==> src/rtl/wb_port_arbiter.sv <==
// Register-file write-port arbiter: pipeline writeback has priority, LU results wait in an in-order queue.
// Optional build macro WB_ARB_PERF_EN adds saturating stall/kill performance counters.
module wb_port_arbiter #(
  parameter int XLEN     = 32,
  parameter int REGW     = 5,
  parameter int QDEPTH   = 2,
  parameter int MAX_WAIT = 4
) (
  input  logic            clk,
  input  logic            rst,
  input  logic            pipe_we,
  input  logic [REGW-1:0] pipe_rd,
  input  logic [XLEN-1:0] pipe_data,
  output logic            pipe_stall,
  input  logic            lu_valid,
  input  logic [REGW-1:0] lu_rd,
  input  logic [XLEN-1:0] lu_data,
  output logic            lu_ready,
  output logic            rf_we,
  output logic [REGW-1:0] rf_waddr,
  output logic [XLEN-1:0] rf_wdata,
  output logic            q_empty
`ifdef WB_ARB_PERF_EN
  ,
  output logic [15:0]     perf_stall_cnt,
  output logic [15:0]     perf_kill_cnt
`endif
);

  localparam int PW = (QDEPTH > 1) ? $clog2(QDEPTH) : 1;
  localparam int CW = $clog2(QDEPTH + 1);
  localparam int WW = $clog2(MAX_WAIT + 1);

  localparam logic [PW-1:0] PTR_ONE    = PW'(1);
  localparam logic [WW-1:0] WAIT_ONE   = WW'(1);
  localparam logic [WW-1:0] WAIT_LIMIT = WW'(MAX_WAIT);
  localparam logic [CW-1:0] Q_FULL     = CW'(QDEPTH);

  typedef enum logic [1:0] {
    IDLE  = 2'd0,
    PEND  = 2'd1,
    FORCE = 2'd2
  } state_t;

  state_t          state_r, state_nxt_s;
  logic [WW-1:0]   wait_r, wait_nxt_s;
  logic [CW-1:0]   count_r, count_nxt_s;
  logic [PW-1:0]   wr_ptr_r, rd_ptr_r;
  logic [REGW-1:0] q_rd_r   [QDEPTH];
  logic [XLEN-1:0] q_data_r [QDEPTH];
  logic [QDEPTH-1:0] q_vld_r;
  logic [QDEPTH-1:0] q_kill_r;

  logic            lu_ready_r, q_empty_r;
  logic            rf_we_r;
  logic [REGW-1:0] rf_waddr_r;
  logic [XLEN-1:0] rf_wdata_r;

  logic            pipe_req_s, push_s, push_keep_s;
  logic            pop_s, head_kill_s, pipe_grant_s, head_win_s, stall_s;
  logic [REGW-1:0] head_rd_s;
  logic [XLEN-1:0] head_data_s;

  // Effective requests and head-of-queue view
  always_comb begin
    pipe_req_s  = pipe_we && (pipe_rd != {REGW{1'b0}});
    push_s      = lu_valid && lu_ready_r;
    push_keep_s = push_s && (lu_rd != {REGW{1'b0}});
    head_kill_s = q_kill_r[rd_ptr_r];
    head_rd_s   = q_rd_r[rd_ptr_r];
    head_data_s = q_data_r[rd_ptr_r];
  end

  // Arbitration FSM: grants, pop, stall, starvation counter and next state
  always_comb begin
    state_nxt_s  = state_r;
    wait_nxt_s   = {WW{1'b0}};
    pop_s        = 1'b0;
    pipe_grant_s = 1'b0;
    head_win_s   = 1'b0;
    stall_s      = 1'b0;
    case (state_r)
      IDLE: begin
        pipe_grant_s = pipe_req_s;
      end
      PEND: begin
        if (pipe_req_s) begin
          pipe_grant_s = 1'b1;
          wait_nxt_s   = wait_r + WAIT_ONE;
        end else begin
          pop_s      = 1'b1;
          head_win_s = !head_kill_s;
        end
      end
      FORCE: begin
        pop_s = 1'b1;
        // A killed head frees the slot, so the pipeline is not held for it
        if (head_kill_s) begin
          pipe_grant_s = pipe_req_s;
        end else begin
          head_win_s = 1'b1;
          stall_s    = pipe_req_s;
        end
      end
      default: begin
        pop_s = 1'b0;
      end
    endcase

    count_nxt_s = count_r + CW'(push_keep_s) - CW'(pop_s);

    if (count_nxt_s == {CW{1'b0}}) begin
      state_nxt_s = IDLE;
    end else if ((state_r == PEND) && pipe_req_s && (wait_nxt_s == WAIT_LIMIT)) begin
      state_nxt_s = FORCE;
    end else begin
      state_nxt_s = PEND;
    end
  end

  // State, queue storage and registered write-port outputs
  always_ff @(posedge clk) begin
    if (rst) begin
      state_r    <= IDLE;
      wait_r     <= {WW{1'b0}};
      count_r    <= {CW{1'b0}};
      wr_ptr_r   <= {PW{1'b0}};
      rd_ptr_r   <= {PW{1'b0}};
      q_vld_r    <= {QDEPTH{1'b0}};
      q_kill_r   <= {QDEPTH{1'b0}};
      lu_ready_r <= 1'b1;
      q_empty_r  <= 1'b1;
      rf_we_r    <= 1'b0;
      rf_waddr_r <= {REGW{1'b0}};
      rf_wdata_r <= {XLEN{1'b0}};
      for (int i = 0; i < QDEPTH; i++) begin
        q_rd_r[i]   <= {REGW{1'b0}};
        q_data_r[i] <= {XLEN{1'b0}};
      end
    end else begin
      state_r    <= state_nxt_s;
      wait_r     <= wait_nxt_s;
      count_r    <= count_nxt_s;
      lu_ready_r <= (count_nxt_s < Q_FULL);
      q_empty_r  <= (count_nxt_s == {CW{1'b0}});
      rf_we_r    <= pipe_grant_s | head_win_s;

      if (pipe_grant_s) begin
        rf_waddr_r <= pipe_rd;
        rf_wdata_r <= pipe_data;
      end else if (head_win_s) begin
        rf_waddr_r <= head_rd_s;
        rf_wdata_r <= head_data_s;
      end else begin
        rf_waddr_r <= {REGW{1'b0}};
        rf_wdata_r <= {XLEN{1'b0}};
      end

      // Older queued results to the same register are superseded by the granted pipe write
      for (int i = 0; i < QDEPTH; i++) begin
        if (pipe_grant_s && q_vld_r[i] && (q_rd_r[i] == pipe_rd)) begin
          q_kill_r[i] <= 1'b1;
        end
      end

      if (pop_s) begin
        q_vld_r[rd_ptr_r]  <= 1'b0;
        q_kill_r[rd_ptr_r] <= 1'b0;
        rd_ptr_r           <= rd_ptr_r + PTR_ONE;
      end

      if (push_keep_s) begin
        q_vld_r[wr_ptr_r]  <= 1'b1;
        q_kill_r[wr_ptr_r] <= 1'b0;
        q_rd_r[wr_ptr_r]   <= lu_rd;
        q_data_r[wr_ptr_r] <= lu_data;
        wr_ptr_r           <= wr_ptr_r + PTR_ONE;
      end
    end
  end

`ifdef WB_ARB_PERF_EN
  logic [15:0] perf_stall_r, perf_kill_r;

  // Saturating performance counters
  always_ff @(posedge clk) begin
    if (rst) begin
      perf_stall_r <= 16'h0000;
      perf_kill_r  <= 16'h0000;
    end else begin
      if (stall_s && (perf_stall_r != 16'hFFFF)) begin
        perf_stall_r <= perf_stall_r + 16'h0001;
      end
      if (pop_s && head_kill_s && (perf_kill_r != 16'hFFFF)) begin
        perf_kill_r <= perf_kill_r + 16'h0001;
      end
    end
  end

  assign perf_stall_cnt = perf_stall_r;
  assign perf_kill_cnt  = perf_kill_r;
`endif

  assign pipe_stall = stall_s && !rst;
  assign lu_ready   = lu_ready_r;
  assign q_empty    = q_empty_r;
  assign rf_we      = rf_we_r;
  assign rf_waddr   = rf_waddr_r;
  assign rf_wdata   = rf_wdata_r;

endmodule

==> config.mk <==
export PLATFORM = sky130hd
export DESIGN_NAME = wb_port_arbiter
export DESIGN_NICKNAME = d
export VERILOG_FILES = /design/src/rtl/wb_port_arbiter.sv
export SDC_FILE = /design/constraint.sdc
export NUM_CORES = 1
export LEC_CHECK = 0
export ABC_AREA = 1
export BUFFER_PORTS_ARGS = -buffer_cell sky130_fd_sc_hd__buf_2
export CORE_MARGIN = 2
export CORE_UTILIZATION = 40
export CTS_BUF_LIST = sky130_fd_sc_hd__clkbuf_4 sky130_fd_sc_hd__clkbuf_8
export CTS_CLUSTER_DIAMETER = 120
export DETAILED_ROUTE_END_ITERATION = 7
export SLEW_MARGIN = 10
export SYNTH_ARGS = -nofsm -noshare
export SYNTH_HDL_FRONTEND = slang
export SYNTH_SLANG_ARGS = --single-unit
==> constraint.sdc <==
create_clock -name clk -period 1.9 [get_ports clk]
set_input_delay 0.38 -clock clk [delete_from_list [all_inputs] [get_ports clk]]
set_output_delay 0.38 -clock clk [all_outputs]
set_load 0.01 [all_outputs]
# Word-level counts from Yosys, hierarchy flattened
# Memory sizes are Yosys's and may differ from the RTL's. A register that Yosys moved wholly into a read port is not among the register bits.
# Index checks and enable logic that the tools add are counted.
word_totals:
  reg_bits: 53
  ramBits: 74
  in_bits: 78
  word_cells: 105
  n_memories: 2
op_classes:
  n_addsub: 5
  order_cmp: 5
  eq_ne: 5
  mux: 48
  bitwise_logic: 7
  n_reduce_logical: 21
mem_list:
  columns: ["memory", "words", "word_bits", "read_ports", "rd_clocked_by_memory_dff", "wr", "line", "text"]
  rows:
  - ["q_data_r", 2, 32, 1, 1, 2, "50", "logic [XLEN-1:0] q_data_r [QDEPTH];"]
  - ["q_rd_r", 2, 5, 3, 1, 2, "49", "logic [REGW-1:0] q_rd_r [QDEPTH];"]
op_table:
  columns: ["op", "count"]
  rows:
  - ["$mux 32", 3]
  - ["$reduce_or 32->1", 1]
  - ["$mux 1", 28]
  - ["$mux 5", 3]
  - ["$mux 2", 7]
  - ["$logic_and 1x1->1", 12]
  - ["$eq 5x5->1", 2]
  - ["$reduce_bool 5->1", 2]
  - ["$and 2x2->2", 3]
  - ["$mux 3", 2]
  - ["$reduce_or 5->1", 1]
  - ["$logic_not 2->1", 2]
  - ["$lt 1x2->1 const B", 2]
  - ["$not 2->2", 2]
  - ["$pmux 1 s2", 2]
  - ["$add 3x1->3 const B", 1]
  - ["$eq 3x3->1 const B", 1]
  - ["$pmux 1 s3", 1]
  - ["$add 1x1->1 const B", 2]
  - ["$add 2x1->2", 1]
  - ["$demux 1 s1", 2]
  - ["$eq 2x1->1 const B", 1]
  - ["$eq 2x2->1 const B", 1]
  - ["$ge 1x1->1 const B", 2]
  - ["6 further kinds", 7]

# Longest topological paths before layout
logic_depth:
  ltp_word: 13
  ltp_mapped: 13
  depth_no_buf: 13

# Least setup slack after synthesis
# No wires, ideal clock.
synth_path:
  kind: "input to register"
  from: "input lu_rd[2]"
  to: "memory q_data_r[1][0] (enable)"
  setup_time_ps: 396
  t_arrival_ps: 1534
  t_required_ps: 1504
  setup_slack_ps: -30
  path_stages: 4
  path_cell_list: "inv_1 > nand4_1 > nand4_1 > nand2_1"
synth_rtl:
  columns: ["element", "line", "text"]
  rows:
  - ["from (decl)", "16", "input logic [REGW-1:0] lu_rd,"]
  - ["to (decl)", "50", null]

# Final worst setup path
layout_path:
  from: "register state_r[0]"
  to: "output pipe_stall"
layout_between:
  elab_chain_cells: 3
layout_rtl:
  columns: ["element", "line", "text"]
  rows:
  - ["from (decl)", "45", "state_t state_r, state_nxt_s;"]
  - ["from (signal assigned)", "141", "state_r <= state_nxt_s;"]
  - ["$eq 2x2->1", "82", "case (state_r)"]
  - ["$mux 1", "82", null]
  - ["$logic_and 1x1->1", "204", "assign pipe_stall = stall_s && !rst;"]
  - ["to (decl)", "14", "output logic pipe_stall,"]
# No other way between the ends.

==> metrics.txt <==
outcome=finished, final reports clean; area occupied by multi-input gates=just under 0.002 mm²; Clock Latency Late Sink=440 ps; vias in the first global route=between 4k and 5k; Die Wd=between 100 and 150 µm; total global-route track usage=between 15 and 20%; first-pass GRT wire length=approximately 21,000 µm; clock-pin slew on the worst setup and hold paths=roughly 70 ps; drt pass-1 iters=4; number of flops mapped to enable cells by yosys=74; RSZ-0062 raised after global routing=true; Max-Cap Viols=0; Non-Filler Instances=940; Util after Layout=about 52%; Antenna diodes=0; row count=43; 1st-iter DRT viols=205; clk_skew=between 7 and 8 ps; CTS root buf=clkbuf_8; Hold Slack=243 ps; crit-path cells=inv_2 -> ha_2 -> inv_2 -> nor4_4 -> buf_2; Via density=4.61; nets=832; Final setup viols=0; power per standard cell area=1140 mW/mm²; ANT nets after route=0; share of cells above drive strength 1=approximately 34%; Leak=0.00370 µW; startpoint types=flop; largest net degree at the start of global routing=39; drt drc=0; Initial Utilization=about two fifths; DR WL/cell=between 10 and 15 µm; Final HPWL DP=roughly 8700 µm; Critical Path RT=roughly 1500 ps; CTS buffer count=17; final hold vios=0; Hold Crit Class=in -> reg; cell mode on critical path=inv_2; CP Max Fanout=3; Crit path buffers/inverters=3; Top FF cell, synth=edfxtp_1; CTS Sinks=around 130; Die ar.=approximately 0.015 mm²; Ys Warns=0; Setup crit end kind=output pin; Crit path max-delay family=buffers and inverters; Area growth, synth to finish=26.4%; sequential area share after synthesis=between 50% and 60%; vias=~4.3k; Rel. slew slack=75.8%; asr flop ratio synth=0%; final max-slew violation count=0; Max Fclk=around 530 MHz; number of I/O port buffers=118; Filler cells=1,321; Clock H-tree levels=4; WS Path Type=reg -> out; CP Data Arrival Time=approximately 1500 ps; slowest cell on the critical path=dfxtp_2; peak supply drop=0.000440 V; synthesized cell area=0.00570 mm²; die height=roughly 120 µm; gpl congestion=roughly 0.84; crit path time final=1870 ps; antenna violations before repair=0; Final Cycle Share=between 90 and 100%; sequential cell area=~0.0033 mm²; Slew @ Worst Pin=363 ps; crit-path max cell delay=between 300 and 400 ps; post-synth cell types=25; Synth Net Count=between 600 and 700; post-synthesis cell count=610; total I/O pin count=between 100 and 150; Yosys reg bits=about 130; CTS tree=yes; syn_area_per_cell=about 9.3 µm²; CTS max path bufs=2; CORE AREA=between 0.01 and 0.015 mm²; Post-Place Cells=roughly 900; final WL=~13,000 µm; total grt overflow=0
==> cell families (layout without fill, tap and decap cells) <==
logic type | count (synthesis) | after routing | share of synthesized area, %
buf+inv | 125 | 275 | 9.62
fa+ha+maj | 7 | 7 | 1.54
simple gates | 301 | 301 | 22.1
xor+xnor | 9 | 9 | 1.38
compound gates | 5 | 5 | 0.483
mux | 35 | 35 | 6.92
flops | 128 | 128 | 58.0
==> cell usage after synthesis, drive strengths merged (3+ instances only) <==
| cell | number | area share (%) |
|---|---|---|
| xnor2 | 3 | 0.46 |
| mux2 | 35 | 6.9 |
| ha | 7 | 1.5 |
| nor2 | 107 | 7.2 |
| nand2 | 144 | 10 |
| o21ai | 3 | 0.26 |
| inv | 97 | 6.4 |
| edfxtp | 74 | 39 |
| xor2 | 6 | 0.92 |
| buf | 24 | 3.0 |
| clkbuf | 4 | 0.26 |
| nand4 | 4 | 0.44 |
| dfxtp | 54 | 19 |
| nand3 | 45 | 4.1 |
==> final cells by class <==
cell class                 instances  share of cell area (%)
clock buffer                      18                    3.36
timing repair buffer             146                    12.2
multi-input combinational        357                    26.9
clock inverter                    14                    3.30
tap                              180                    3.13
inverter                          97                    5.09
sequential                       128                    46.0
==> per-stage QoR <==
stage / total power [µW] / setup slack (ps) / setup TNS (ps) / area, µm²
2_1_floorplan: 4770 / 40.7 / 0 / 5700
3_3_place_gp: 5310 / -221 / -711 / 6600
3_5_place_dp: 5360 / -329 / -1440 / 6600
4_1_cts: 8200 / -23.5 / -44.7 / 7100
5_1_grt: 8660 / -5.02 / -7.58 / 7200
6_report: 8210 / 29.7 / 0 / 7200
==> worst reg2reg max path, stage by stage, from the launching register on <==
cell and delay, ps:
dfxtp_4 370, inv_4 50, ha_4 260, a21boi_4 200, ha_4 210, inv_1 60
ha_2 160, xnor2_1 60, nand2_1 100, inv_2 50, nor2_4 120, nor2_1 50
==> cell usage in the layout (no fill, tap or decap), drive strengths merged <==
cell type / netlist / layout
a21boi: 1 / 1
inv: 97 / 98
o21ai: 3 / 3
mux2: 35 / 35
buf: 24 / 146
clkinv: 0 / 3
ha: 7 / 7
bufinv: 0 / 6
dfxtp: 54 / 54
a21oi: 1 / 1
nor4: 1 / 1
nand2: 144 / 144
xnor2: 3 / 3
clkinvlp: 0 / 4
edfxtp: 74 / 74
nor2: 107 / 107
xor2: 6 / 6
nand3: 45 / 45
clkbuf: 4 / 18
nand4: 4 / 4
==> report_power, final <==
group	internal (µW)	switching (µW)	leakage (µW)	total [µW]
sequential	3360	118	0.00123	3480
clock	1710	1090	0.000229	2800
combinational	791	1140	0.00225	1930
total	5860	2350	0.00370	8210
==> registers in the layout (all words and copies together) (netlist names), named ones only <==
signal    cells
q_vld_r       2
q_kill_r      2
q_data_r     64
q_rd_r       10
state_r       2
rf_we         1
count_r       2
q_empty       1
lu_ready      1
wr_ptr_r      1
rf_wdata     32
rf_waddr      5
wait_r        3
rd_ptr_r      1
==> what timing repair did <==
item | CTS | global route
pin swaps | 1 | 4
setup buffers | 1 | 2
endpoints found under the hold margin | 0 | 0
setup endpoints to repair | 4 | 15
resized for setup | 6 | 20
hold buffers | 0 | 0
==> path summary, 6_finish.rpt <==
check / endpoint / slack, ps / startpoint / cells past startpoint
hold / removal: rf_wdata[9] / 240 / pipe_data[9] / 5
hold reg to reg: wait_r[0] / 460 / wait_r[0] / 1
setup / recovery: pipe_stall / 30 / state_r[0] / 5
setup reg to reg: state_r[1] / 90 / state_r[1] / 11
==> metal layers <==
metal	vias to the layer above	GRT usage, %	share of wire (%)
li1	2171	-	-
met1	2025	21.9	43
met2	108	30.8	50
met3	26	4.75	5.4
met4	0	7.46	1.9
met5	-	0	0
(Power assumes the default switching activity.)
